===== src/rtl/line_pixel_writer.sv =====
`default_nettype none
// ============================================================================
//  Module   : line_pixel_writer
//  Brief    : Buffers Bresenham pixel addresses in a small FIFO, converts
//             {y,x} to a linear frame-buffer address and commits each pixel
//             to SRAM through a single-beat we/ack handshake. Drives stop as
//             backpressure and pulses write_done once a line is committed.
//  Options  : LINE_PIXEL_WRITER_DUPFILT_EN - drop a pushed address equal to
//             the previously accepted address of the same line.
//  Revision : 1.0 - initial release
// ============================================================================
module line_pixel_writer #(
    parameter int DEPTH   = 8,
    parameter int COLOR_W = 8,
    parameter int H_RES   = 640,
    parameter int V_RES   = 480
) (
    input  logic               clk,
    input  logic               rst,
    input  logic               pix_valid,
    input  logic [18:0]        address,
    input  logic               line_done,
    input  logic [COLOR_W-1:0] color,
    output logic               stop,
    output logic               mem_we,
    output logic [18:0]        mem_addr,
    output logic [COLOR_W-1:0] mem_wdata,
    input  logic               mem_ack,
    output logic               write_done,
    output logic               busy
);

    localparam int              c_AW       = $clog2(DEPTH);
    localparam logic [c_AW:0]   c_FULL     = (c_AW + 1)'(DEPTH);
    localparam logic [c_AW:0]   c_STOP_LVL = (c_AW + 1)'(DEPTH - 2);
    localparam logic [18:0]     c_HRES19   = 19'(H_RES);

    localparam logic [1:0] c_IDLE  = 2'd0;
    localparam logic [1:0] c_RUN   = 2'd1;
    localparam logic [1:0] c_FLUSH = 2'd2;
    localparam logic [1:0] c_DONE  = 2'd3;

    logic [1:0]         r_state;
    logic [1:0]         w_state_nxt;
    logic [18:0]        r_fifo [DEPTH];
    logic [c_AW-1:0]    r_wr_ptr;
    logic [c_AW-1:0]    r_rd_ptr;
    logic [c_AW:0]      r_count;
    logic [c_AW:0]      w_count_nxt;
    logic [COLOR_W-1:0] r_color;
    logic               r_stop;

    logic [9:0]         w_x;
    logic [8:0]         w_y;
    logic [18:0]        w_lin;
    logic               w_in_range;
    logic               w_accept_state;
    logic               w_dup;
    logic               w_push;
    logic               w_pop;
    logic               w_empty;
    logic               w_full;

    assign w_x   = address[9:0];
    assign w_y   = address[18:10];
    // Linear address is formed before the FIFO so the write stage only has to
    // present stored words.
    assign w_lin = ({10'd0, w_y} * c_HRES19) + {9'd0, w_x};

    assign w_in_range     = ({22'd0, w_x} < H_RES) && ({23'd0, w_y} < V_RES);
    assign w_accept_state = (r_state == c_IDLE) || (r_state == c_RUN);
    assign w_empty        = (r_count == '0);
    assign w_full         = (r_count == c_FULL);

    // A push while full is silently lost; stop is sized so a well-behaved
    // generator never gets there.
    assign w_push = pix_valid && w_accept_state && !w_full && w_in_range && !w_dup;
    assign w_pop  = mem_we && mem_ack;

`ifdef LINE_PIXEL_WRITER_DUPFILT_EN
    logic [18:0] r_last_addr;
    logic        r_last_vld;

    assign w_dup = r_last_vld && (address == r_last_addr);

    // Remember the last accepted raw address; forgotten whenever we head to IDLE.
    always_ff @(posedge clk) begin
        if (rst || (w_state_nxt == c_IDLE)) begin
            r_last_vld  <= 1'b0;
            r_last_addr <= '0;
        end else if (w_push) begin
            r_last_vld  <= 1'b1;
            r_last_addr <= address;
        end
    end
`else
    assign w_dup = 1'b0;
`endif

    // Occupancy after this cycle's push/pop; simultaneous push+pop holds.
    always_comb begin
        w_count_nxt = r_count;
        if (w_push && !w_pop) begin
            w_count_nxt = r_count + 1'b1;
        end else if (!w_push && w_pop) begin
            w_count_nxt = r_count - 1'b1;
        end
    end

    // FIFO storage; no reset needed since validity lives in r_count.
    always_ff @(posedge clk) begin
        if (w_push) begin
            r_fifo[r_wr_ptr] <= w_lin;
        end
    end

    // FIFO pointers, occupancy, registered backpressure and line colour.
    always_ff @(posedge clk) begin
        if (rst) begin
            r_wr_ptr <= '0;
            r_rd_ptr <= '0;
            r_count  <= '0;
            r_stop   <= 1'b0;
            r_color  <= '0;
        end else begin
            if (w_push) begin
                r_wr_ptr <= r_wr_ptr + 1'b1;
            end
            if (w_pop) begin
                r_rd_ptr <= r_rd_ptr + 1'b1;
            end
            r_count <= w_count_nxt;
            r_stop  <= (w_count_nxt >= c_STOP_LVL);
            if ((r_state == c_IDLE) && pix_valid) begin
                r_color <= color;
            end
        end
    end

    // State register.
    always_ff @(posedge clk) begin
        if (rst) begin
            r_state <= c_IDLE;
        end else begin
            r_state <= w_state_nxt;
        end
    end

    // Next-state logic; an empty FIFO means no write is outstanding.
    always_comb begin
        w_state_nxt = r_state;
        case (r_state)
            c_IDLE: begin
                if (line_done) begin
                    w_state_nxt = pix_valid ? c_FLUSH : c_DONE;
                end else if (pix_valid) begin
                    w_state_nxt = c_RUN;
                end
            end
            c_RUN: begin
                if (line_done) begin
                    w_state_nxt = c_FLUSH;
                end
            end
            c_FLUSH: begin
                if (w_empty) begin
                    w_state_nxt = c_DONE;
                end
            end
            c_DONE: begin
                w_state_nxt = c_IDLE;
            end
            default: begin
                w_state_nxt = c_IDLE;
            end
        endcase
    end

    // The FIFO head is the write stage: request whenever anything is stored.
    assign mem_we     = !w_empty;
    assign mem_addr   = mem_we ? r_fifo[r_rd_ptr] : '0;
    assign mem_wdata  = mem_we ? r_color : '0;
    assign stop       = r_stop;
    assign write_done = (r_state == c_DONE);
    assign busy       = (r_state != c_IDLE);

endmodule
`default_nettype wire

===== config.mk =====
export PLATFORM = sky130hd
export DESIGN_NAME = line_pixel_writer
export DESIGN_NICKNAME = d
export VERILOG_FILES = /design/src/rtl/line_pixel_writer.sv
export SDC_FILE = /design/constraint.sdc
export NUM_CORES = 1
export LEC_CHECK = 0
export CORE_MARGIN = 5
export CORE_UTILIZATION = 45
export DETAILED_ROUTE_END_ITERATION = 16
export MAX_ROUTING_LAYER = met4
export PLACE_DENSITY = 0.73
export SLEW_MARGIN = 15
export SYNTH_ARGS = -nofsm -noshare
export SYNTH_HDL_FRONTEND = slang
export SYNTH_SLANG_ARGS = --single-unit

===== constraint.sdc =====
create_clock -name clk -period 5.54 [get_ports clk]
set_input_delay 1.662 -clock clk [delete_from_list [all_inputs] [get_ports clk]]
set_output_delay 1.662 -clock clk [all_outputs]
set_load 0.03 [all_outputs]

==> run summary, run 1 <==
flop and latch count out of synthesis: 176
critical-path maximum fanout: 8
H-tree lvl count: 4
CP Launch Type: input port
mapped cell area: 0.007602 mm²
max-cap violations: 0
layout cells sized above 1: 16.46%
TritonCTS clock tree: done
Die Ht: 140.0 µm
Highest Clock Rate: 0.2190 GHz
CP Class: input port to register
Top delay family on crit path: adder cells
Finished Core Util: 55.30%
gr ovfl total: 0
Hold Worst Slack: 455.0 ps
CTS Root Cell: clkbuf_16
RSZ-0062 raised after global routing: false
drt total wl: 14.14 mm
first-pass GRT wire length: 22.80 mm
clock skew: 8.725 ps
Synth Warn #: 0
GRT Total Usage: 15.58%
Power Density: 476.1 mW/mm²
total CTS buffers: 17
CTS max path bufs: 2
Hold Violations, Final: 0
worst skew pair latency: 420 ps
DR vias/cell: 5.348
Post-synth top cells: 152 x edfxtp_1, 38 x mux4_2, 38 x nor2_1
Yosys top cell by area: edfxtp_1
Crit path top cell by count: ha_1
Port Buffers: 62
Leakage: 3.038 nW
cell count after synthesis: 470
DR vias: 4,166
CP Data Required Time: 5720 ps
post-synthesis sequential area ratio: 66.36%
CTS Hold Buffers Added: 0
Top FF cell, synth: edfxtp_1
HP Class: register to register
most frequent cell after synthesis: edfxtp_1
IR drop worst, VDD: 0.0002645 V
slowest stage delay, CP: 460 ps
die area: 0.01959 mm²
vias in the first global route: 4,414
part of the cycle the worst path needs: 82.43%
# clock sinks: 176
fin nets: 606
CP Capture Type: register
Setup-failing EPs final: 0
outcome: complete, no violations
post-cts resize count: 0
largest net degree at the start of global routing: 23
Mean Syn Cell Area: 16.18 µm²
Initial Util: 45.84%
fin crit period: 4566 ps
Slew headroom: 47.87%
# IOs: 63
Post-DP HPWL: 9.037 mm
Syn-to-layout area delta: 20.62%
slew at the pin closest to its max-slew limit: 776.4 ps
remaining antenna violation count: 0
row count: 47
WP buf/inv: 1
share of the synthesized area in the top cell type: 60.04%
DRT Pass-1 Iters: 4
Placeable Area: 0.01658 mm²
Die Width: 140.0 µm
CP arrival: 4750 ps
DRC viols: 0
Slew Limit Fails: 0
Post-CTS Setup Inserts: 0
antenna cells: 0
Cell variety after synth: 43
Total Neg Setup Slack: 0 ps
Async S/R FF share, synth: 0%
Net Count, Synth: 530
Slowest cell on crit path: clkdlybuf4s50_1
Reg clk slew, reported paths: 60 ps
initial drt markers: 229
Routability Congestion: 0.7745
EDFF count, synth: 152
CP Cell Sequence: clkdlybuf4s50_1 -> ha_1 -> ha_1 -> fa_1 -> a21oi_2 -> nor2_1 -> a311oi_1 -> xor2_1 -> or4_1 -> o21ai_1
initial antenna violation count: 0
dominant cells by area after synthesis: edfxtp_1 60%, mux4_2 11%, dfxtp_1 6.3%, ha_1 4.3%, mux2i_1 2.5%
WL per Instance: 18.15 µm
==> per-layer routing <==
metal,track usage [%],vias to the layer above,share of wire (%)
met4,4.742,0,1.2
li1,-,1953,-
met3,3.408,16,6.3
met5,-,-,0
met1,19.46,2069,42
met2,25.73,128,51
==> sequential cells by signal, indices dropped and copies added, names as in the netlist, named ones only <==
name / count
r_rd_ptr: 3
r_state: 2
r_color: 8
stop: 1
r_count: 4
r_fifo: 152
r_wr_ptr: 3
==> worst reg2reg max path, stage by stage (launching register included) <==
cell and delay, ps:
dfxtp_1 340, inv_1 130, ha_1 410, o21ai_0 160
nand4bb_4 330, or2_2 400, nor2_1 140, buf_4 340
==> path summary, 6_finish.rpt <==
check / from / end / slack [ps] / depth (start not counted)
worst min-delay path: r_color[2] / r_color[2] / 460 / 2
worst max-delay path: address[11] / r_fifo[2][18] / 970 / 10
worst min register to register: r_color[2] / r_color[2] / 460 / 2
worst max register to register: r_state[1] / r_fifo[2][4] / 2970 / 7
==> final cells by class <==
class / instances / area, µm²
Clock inverter: 14 / 198.9
Multi-Input combinational cell: 259 / 2435
Sequential cell: 176 / 5046
Tap cell: 220 / 275.3
Timing Repair Buffer: 76 / 725.7
Fill cell: 1283 / 7413
Inverter: 16 / 60.06
Clock buffer: 18 / 429.2
==> where the power goes <==
group	switching (W)	internal (W)
sequential	0.0000769	0.00158
clock	0.000493	0.000763
combinational	0.000813	0.000635
==> cell usage in the layout (no fill, tap or decap), types with 2 or more instances in the layout <==
cell,Yosys,layout
nand2b_1,8,8
and2_1,9,9
a21o_1,2,2
nand4_1,3,3
a21oi_1,20,20
nand3_1,8,8
xnor2_1,13,13
o21ai_0,11,11
inv_1,16,16
buf_4,0,14
bufinv_16,0,4
fa_1,2,2
dfxtp_1,24,23
ha_1,26,26
o21ai_1,2,2
nor3_1,4,2
nor2b_1,5,5
xor2_1,7,7
nand2_1,22,22
mux4_2,38,38
a211oi_1,3,3
nor3_2,0,2
inv_6,0,7
clkbuf_16,0,17
or3_1,2,2
mux2i_1,19,19
clkdlybuf4s50_1,0,62
edfxtp_1,152,152
nor2_1,38,38
==> stage by stage <==
stage | cells | worst slack [ps] | cell area, µm² | power [W]
after detailed placement | 747 | 544.9 | 8542 | 0.003160
after floorplan | 470 | 1210 | 7602 | 0.002665
final | 779 | 973.6 | 9170 | 0.004366
after global placement | 747 | 642.6 | 8542 | 0.003120
after global routing | 779 | 738.4 | 9170 | 0.004592
after CTS | 779 | 910.8 | 9170 | 0.004413
==> cells by family after synthesis <==
logic type	after synthesis	share of synthesized area, %
fa+ha+maj	28	4.806
flops	176	66.36
simple gates	107	7.094
mux	57	13.76
xor+xnor	21	2.518
compound gates	46	3.654
buf+inv	35	1.810
No activity file was read; power rests on OpenSTA's default activity.
==> run 2, diff against run 1 <==
- clock period: 5.54 -> 4.78 ns (I/O delays scaled with it)
==> run summary, run 2 (same netlist as run 1, synthesis figures left out) <==
outcome: complete, no violations
DRC viols: 0 (unchanged)
Largest Register: r_fifo
Hold Violations, Final: 0 (unchanged)
slew at the pin closest to its max-slew limit: 766.5 ps (-9.902 ps)
CP Capture Type: output port
fin area: 0.009117 mm² (-0.57%)
CP Data Required Time: 3350 ps (-2370 ps)
antenna cells: 0 (unchanged)
sequential power share: 39.0% (+1.0 points)
Top delay family on crit path: buffers and inverters
clock network power share: 26.9% (-1.9 points)
CTS Hold Buffers Added: 0 (unchanged)
worst skew pair latency: 420 ps (about the same)
Logic pwr share: 34.2% (+1.0 points)
most common cell after layout, fill and taps aside: edfxtp_1
Final Power: 0.004946 W (+13%)
# IOs: 63 (unchanged)
total stage count of the critical path: 6 (-4)
gr ovfl total: 0 (unchanged)
WP buf/inv: 3 (+2)
H-tree lvl count: 4 (unchanged)
IR drop worst, VDD: 0.0003676 V (+39%)
HP Class: register to register
row count: 47 (unchanged)
CTS max path bufs: 2 (unchanged)
Initial Util: 45.84% (unchanged)
first-pass GRT wire length: 22.78 mm (about the same)
fin crit period: 4340 ps
Multi-input gate area: 0.002441 mm² (+0.26%)
Leakage: 3.005 nW (-1.1%)
clock skew: 7.325 ps (-1.400 ps)
drt total wl: 14.48 mm (+2.4%)
Highest Clock Rate: 0.2304 GHz
DRT Pass-1 Iters: 5 (+1)
fin nets: 606 (unchanged)
Routability Congestion: 0.7770 (+0.32%)
Syn-to-layout area delta: 19.93%
Reg clk slew, reported paths: 60 ps (about the same)
Post-CTS Setup Inserts: 0 (unchanged)
CP Launch Type: register
die area: 0.01959 mm² (unchanged)
CP Class: register to output port
biggest regs: r_fifo: 152 flops, r_color: 8 flops, r_count: 4 flops
total CTS buffers: 17 (unchanged)
GRT Total Usage: 15.64% (+0.061 points)
Slowest cell on crit path: nor3b_4
CP arrival: 2910 ps (-1840 ps)
slowest stage delay, CP: 600 ps (+140 ps)
reg2reg path depth: 9 (+2)
Crit path top cell by count: inv_1
initial drt markers: 266 (+16%)
TritonCTS clock tree: done
Slew headroom: 48.53% (+0.66 points)
most frequent cells in the layout: 152 x edfxtp_1, 62 x clkdlybuf4s50_1, 38 x nor2_1, 38 x mux4_2, 26 x ha_1
DR vias/cell: 5.312 (-0.67%)
Post-DP HPWL: 8.979 mm (-0.64%)
sw frac: 32.25% (+0.57 points)
critical-path maximum fanout: 12 (+4)
max-cap violations: 0 (unchanged)
Total Neg Setup Slack: 0 ps (unchanged)
part of the cycle the worst path needs: 90.79%
layout cells sized above 1: 16.10% (-0.36 points)
remaining antenna violation count: 0 (unchanged)
Power Density: 542.5 mW/mm² (+14%)
Slew Limit Fails: 0 (unchanged)
initial antenna violation count: 0 (unchanged)
Die Ht: 140.0 µm (unchanged)
worst hold stages: 2 (unchanged)
Die Width: 140.0 µm (unchanged)
Placeable Area: 0.01658 mm² (unchanged)
# clock sinks: 176 (unchanged)
vias in the first global route: 4,258 (-3.5%)
Port Buffers: 62 (unchanged)
RSZ-0062 raised after global routing: false
CTS Root Cell: clkbuf_16
CP Cell Sequence: inv_1 -> ha_1 -> nor3b_4 -> inv_1 -> and2_1 -> clkdlybuf4s50_1
DR vias: 4,138 (-0.67%)
WL per Instance: 18.59 µm (+2.4%)
Placement Cell Area: 0.008542 mm² (unchanged)
largest net degree at the start of global routing: 39 (+70%)
Pint: 0.003351 W (+12%)
# fillers: 1,287 (+0.31%)
P_sw: 0.001595 W (+15%)
Setup-failing EPs final: 0 (unchanged)
max reg flops: 152 (unchanged)
sequential cell area: 0.005046 mm² (unchanged)
[run 2: cell count changes in the layout (fill, tap and decap cells not counted), moves of 2 or more]
cell | previous run | this run
inv_6 | 7 | 3
bufinv_16 | 4 | 2
clkbuf_1 | 1 | 3
clkinvlp_4 | 0 | 2
[run 2: worst min-delay path: cells and delay by family (launching register included)]
| kind | cells | cell delay (ps) |
|---|---|---|
| flip-flops | 1 | 310 |
| AND/OR/NAND/NOR | 1 | 50 |
| AO/OA/AOI/OAI | 1 | 50 |
[run 2: cell type report]
cell class	instances	share of cell area, %
Sequential cell	176	55.35
Multi-Input combinational cell	259	26.77
Timing Repair Buffer	76	7.959
Clock buffer	20	4.789
Tap cell	220	3.019
Clock inverter	12	1.455
Inverter	16	0.6587
[run 2: per-stage QoR]
| step | hold WS, ps | worst slack [ps] | instances | utilization [%] |
|---|---|---|---|---|
| 2_1_floorplan | 431.7 | 677.9 | 470 | - |
| 3_3_place_gp | 438.8 | 122.3 | 747 | 51.51 |
| 3_5_place_dp | 449.3 | 38.94 | 747 | 51.51 |
| 4_1_cts | 457.9 | 324.2 | 779 | 54.98 |
| 5_1_grt | 479.6 | 199.6 | 779 | 54.98 |
| 6_report | 458.6 | 440.4 | 779 | 54.98 |
[run 2: what timing repair did]
| action | 4_1_cts | 5_1_grt |
|---|---|---|
| gates resized for setup | 1 | 0 |
| endpoints found under the setup margin | 8 | 0 |
| hold endpoints to repair | 0 | 0 |
[run 2: worst paths after layout]
path,end,from,slack [ps]
setup / recovery,mem_wdata[2],r_count[0],440
hold / removal,r_color[2],r_color[2],460
setup reg to reg,stop,r_count[0],2180
hold reg to reg,r_color[2],r_color[2],460
[run 2: power groups by stage]
| stage | registers (W) | logic (W) | clock network (W) |
|---|---|---|---|
| after floorplan | 0.00192 | 0.00117 | 0 |
| after global placement | 0.00195 | 0.00168 | 0 |
| after detailed placement | 0.00196 | 0.00170 | 0 |
| after CTS | 0.00193 | 0.00172 | 0.00135 |
| after global routing | 0.00195 | 0.00184 | 0.00142 |
| final | 0.00193 | 0.00169 | 0.00133 |
[run 2: routing by layer]
metal  track usage, %  vias to the layer above  routed length, µm
met2            26.08                      130               7484
met3            2.795                       15                803
li1                 -                     1953                  -
met5                -                        -                  0
met1            19.39                     2040               6031
met4            5.507                        0                164
==> run 3, diff against run 2 <==
- DONT_BUFFER_PORTS: default -> 1
- PLACE_DENSITY: 0.73 -> 0.69
==> run summary, run 3 (same netlist as run 1, synthesis figures left out) <==
outcome: complete, no violations
DRC viols: 0 (unchanged)
# clock sinks: 176 (unchanged)
Multi-input gate area: 0.002435 mm² (-0.26%)
Leakage: 2.799 nW (-6.8%)
Reg2Reg Setup Slack: 1990 ps (-190 ps)
CP arrival: 4110 ps (+1200 ps)
reg-to-reg endpoint: r_fifo[6][11]
# fillers: 1,359 (+5.6%)
Die Width: 140.0 µm (unchanged)
CP Cell Sequence: ha_1 -> ha_1 -> fa_1 -> a21oi_2 -> nor2_1 -> a311oi_1 -> xor2_1 -> or4_1 -> o21ai_1
Setup-failing EPs final: 0 (unchanged)
worst skew pair latency: 420 ps (about the same)
Syn-to-layout area delta: 12.33%
end of the critical path: r_fifo[5][18]
Initial Util: 45.84% (unchanged)
Power Density: 548.3 mW/mm² (+1.1%)
post-cts resize count: 0 (-1)
sequential cell area: 0.005046 mm² (unchanged)
WL per Instance: 19.69 µm (+5.9%)
largest net degree at the start of global routing: 39 (unchanged)
die area: 0.01959 mm² (unchanged)
HP Class: register to register
Die Ht: 140.0 µm (unchanged)
vias in the first global route: 4,195 (-1.5%)
TritonCTS clock tree: done
Slew headroom: 46.07% (-2.5 points)
initial antenna violation count: 0 (unchanged)
CP Launch Type: input port
first-pass GRT wire length: 22.89 mm (+0.46%)
fin cells: 718 (-7.8%)
DRT Pass-1 Iters: 4 (-1)
slew at the pin closest to its max-slew limit: 803.2 ps (+36.65 ps)
# IOs: 63 (unchanged)
RSZ-0062 raised after global routing: false
CP Capture Type: register
Final Power: 0.004683 W (-5.3%)
layout cells sized above 1: 17.87% (+1.8 points)
fin nets: 545 (-10%)
critical path launch point: address[11]
DR vias/cell: 5.492 (+3.4%)
max reg flops: 152 (unchanged)
Routability Congestion: 0.7983 (+2.7%)
clock skew: 6.575 ps (-0.7498 ps)
H-tree lvl count: 4 (unchanged)
IR drop worst, VDD: 0.0003093 V (-16%)
Port Buffers: 0 (-100%)
CP Data Required Time: 4920 ps (+1570 ps)
Reg clk slew, reported paths: 60 ps (about the same)
drt total wl: 14.14 mm (-2.4%)
fin crit period: 3966 ps (-374.0 ps)
most frequent cells in the layout: 152 x edfxtp_1, 38 x nor2_1, 38 x mux4_2
CTS Root Cell: clkbuf_16
reg2reg path depth: 8 (-1)
Post-CTS Setup Inserts: 0 (unchanged)
antenna cells: 0 (unchanged)
biggest regs: r_fifo: 152 flops, r_color: 8 flops, r_count: 4 flops
CTS Hold Buffers Added: 0 (unchanged)
Largest Register: r_fifo
placed instance count: 686 (-8.2%)
Post-DP HPWL: 9.076 mm (+1.1%)
max-cap violations: 0 (unchanged)
Slew Limit Fails: 0 (unchanged)
Hold Violations, Final: 0 (unchanged)
row count: 47 (unchanged)
gr ovfl total: 0 (unchanged)
initial drt markers: 191 (-28%)
Highest Clock Rate: 0.2522 GHz (+9.4%)
Placeable Area: 0.01658 mm² (unchanged)
most common cell after layout, fill and taps aside: edfxtp_1
worst hold stages: 2 (unchanged)
critical-path maximum fanout: 8 (-4)
DR vias: 3,943 (-4.7%)
Slowest cell on crit path: o21ai_1
part of the cycle the worst path needs: 82.96% (-7.8 points)
Crit path top cell by count: ha_1
Hold Worst Slack: 454.1 ps (-4.433 ps)
remaining antenna violation count: 0 (unchanged)
slowest stage delay, CP: 460 ps (-140 ps)
total CTS buffers: 17 (unchanged)
GRT Total Usage: 15.77% (+0.13 points)
Total Neg Setup Slack: 0 ps (unchanged)
Critical R2R Launch: r_state[1]
CP Class: input port to register
CTS max path bufs: 2 (unchanged)
## run 3: how the worst min path moves through the flow
stage,endpoint,from
3_5_place_dp,r_color[0],r_color[0]
3_3_place_gp,r_color[1],r_color[1]
2_1_floorplan,r_color[0],r_color[0]
5_1_grt,r_color[4],r_color[4]
4_1_cts,r_color[0],r_color[0]
6_report,r_color[0],r_color[0]
## run 3: area by class of cell
cell class                      instances  area share (%)
Clock buffer                           25           5.568
Clock inverter                          7           1.289
Inverter                               16          0.7033
Multi-Input combinational cell        259           28.51
Sequential cell                       176           59.09
Tap cell                              220           3.223
Timing Repair Buffer                   15           1.612
## run 3: worst max-delay path, delay by kind of cell
kind                     cells  cell delay (ps)
AND/OR/NAND/NOR              2              490
XOR/XNOR                     1              170
AO/OA/AOI/OAI                3             1070
adder cells (fa/ha/maj)      3              930
## run 3: stage by stage
step	worst slack [ps]	utilization, %	cell area [µm²]
global placement	513.4	47.96	7954
detailed placement	381.6	47.96	7954
global route	662.9	51.49	8539
CTS	827.6	51.49	8539
floorplan	677.9	-	7602
finish	814.4	51.49	8539
## run 3: where the power goes
| part | switching (W) | internal (W) |
|---|---|---|
| registers | 0.0000682 | 0.00184 |
| clock network | 0.000518 | 0.000847 |
| logic | 0.000918 | 0.000495 |
| total | 0.00150 | 0.00318 |
## run 3: layer usage
metal	track usage (%)	share of wire [%]	up-vias
li1	-	-	1832
met1	19.46	43	2007
met2	25.60	51	86
met3	4.124	4.8	18
met4	5.201	1.6	0
met5	-	0	-
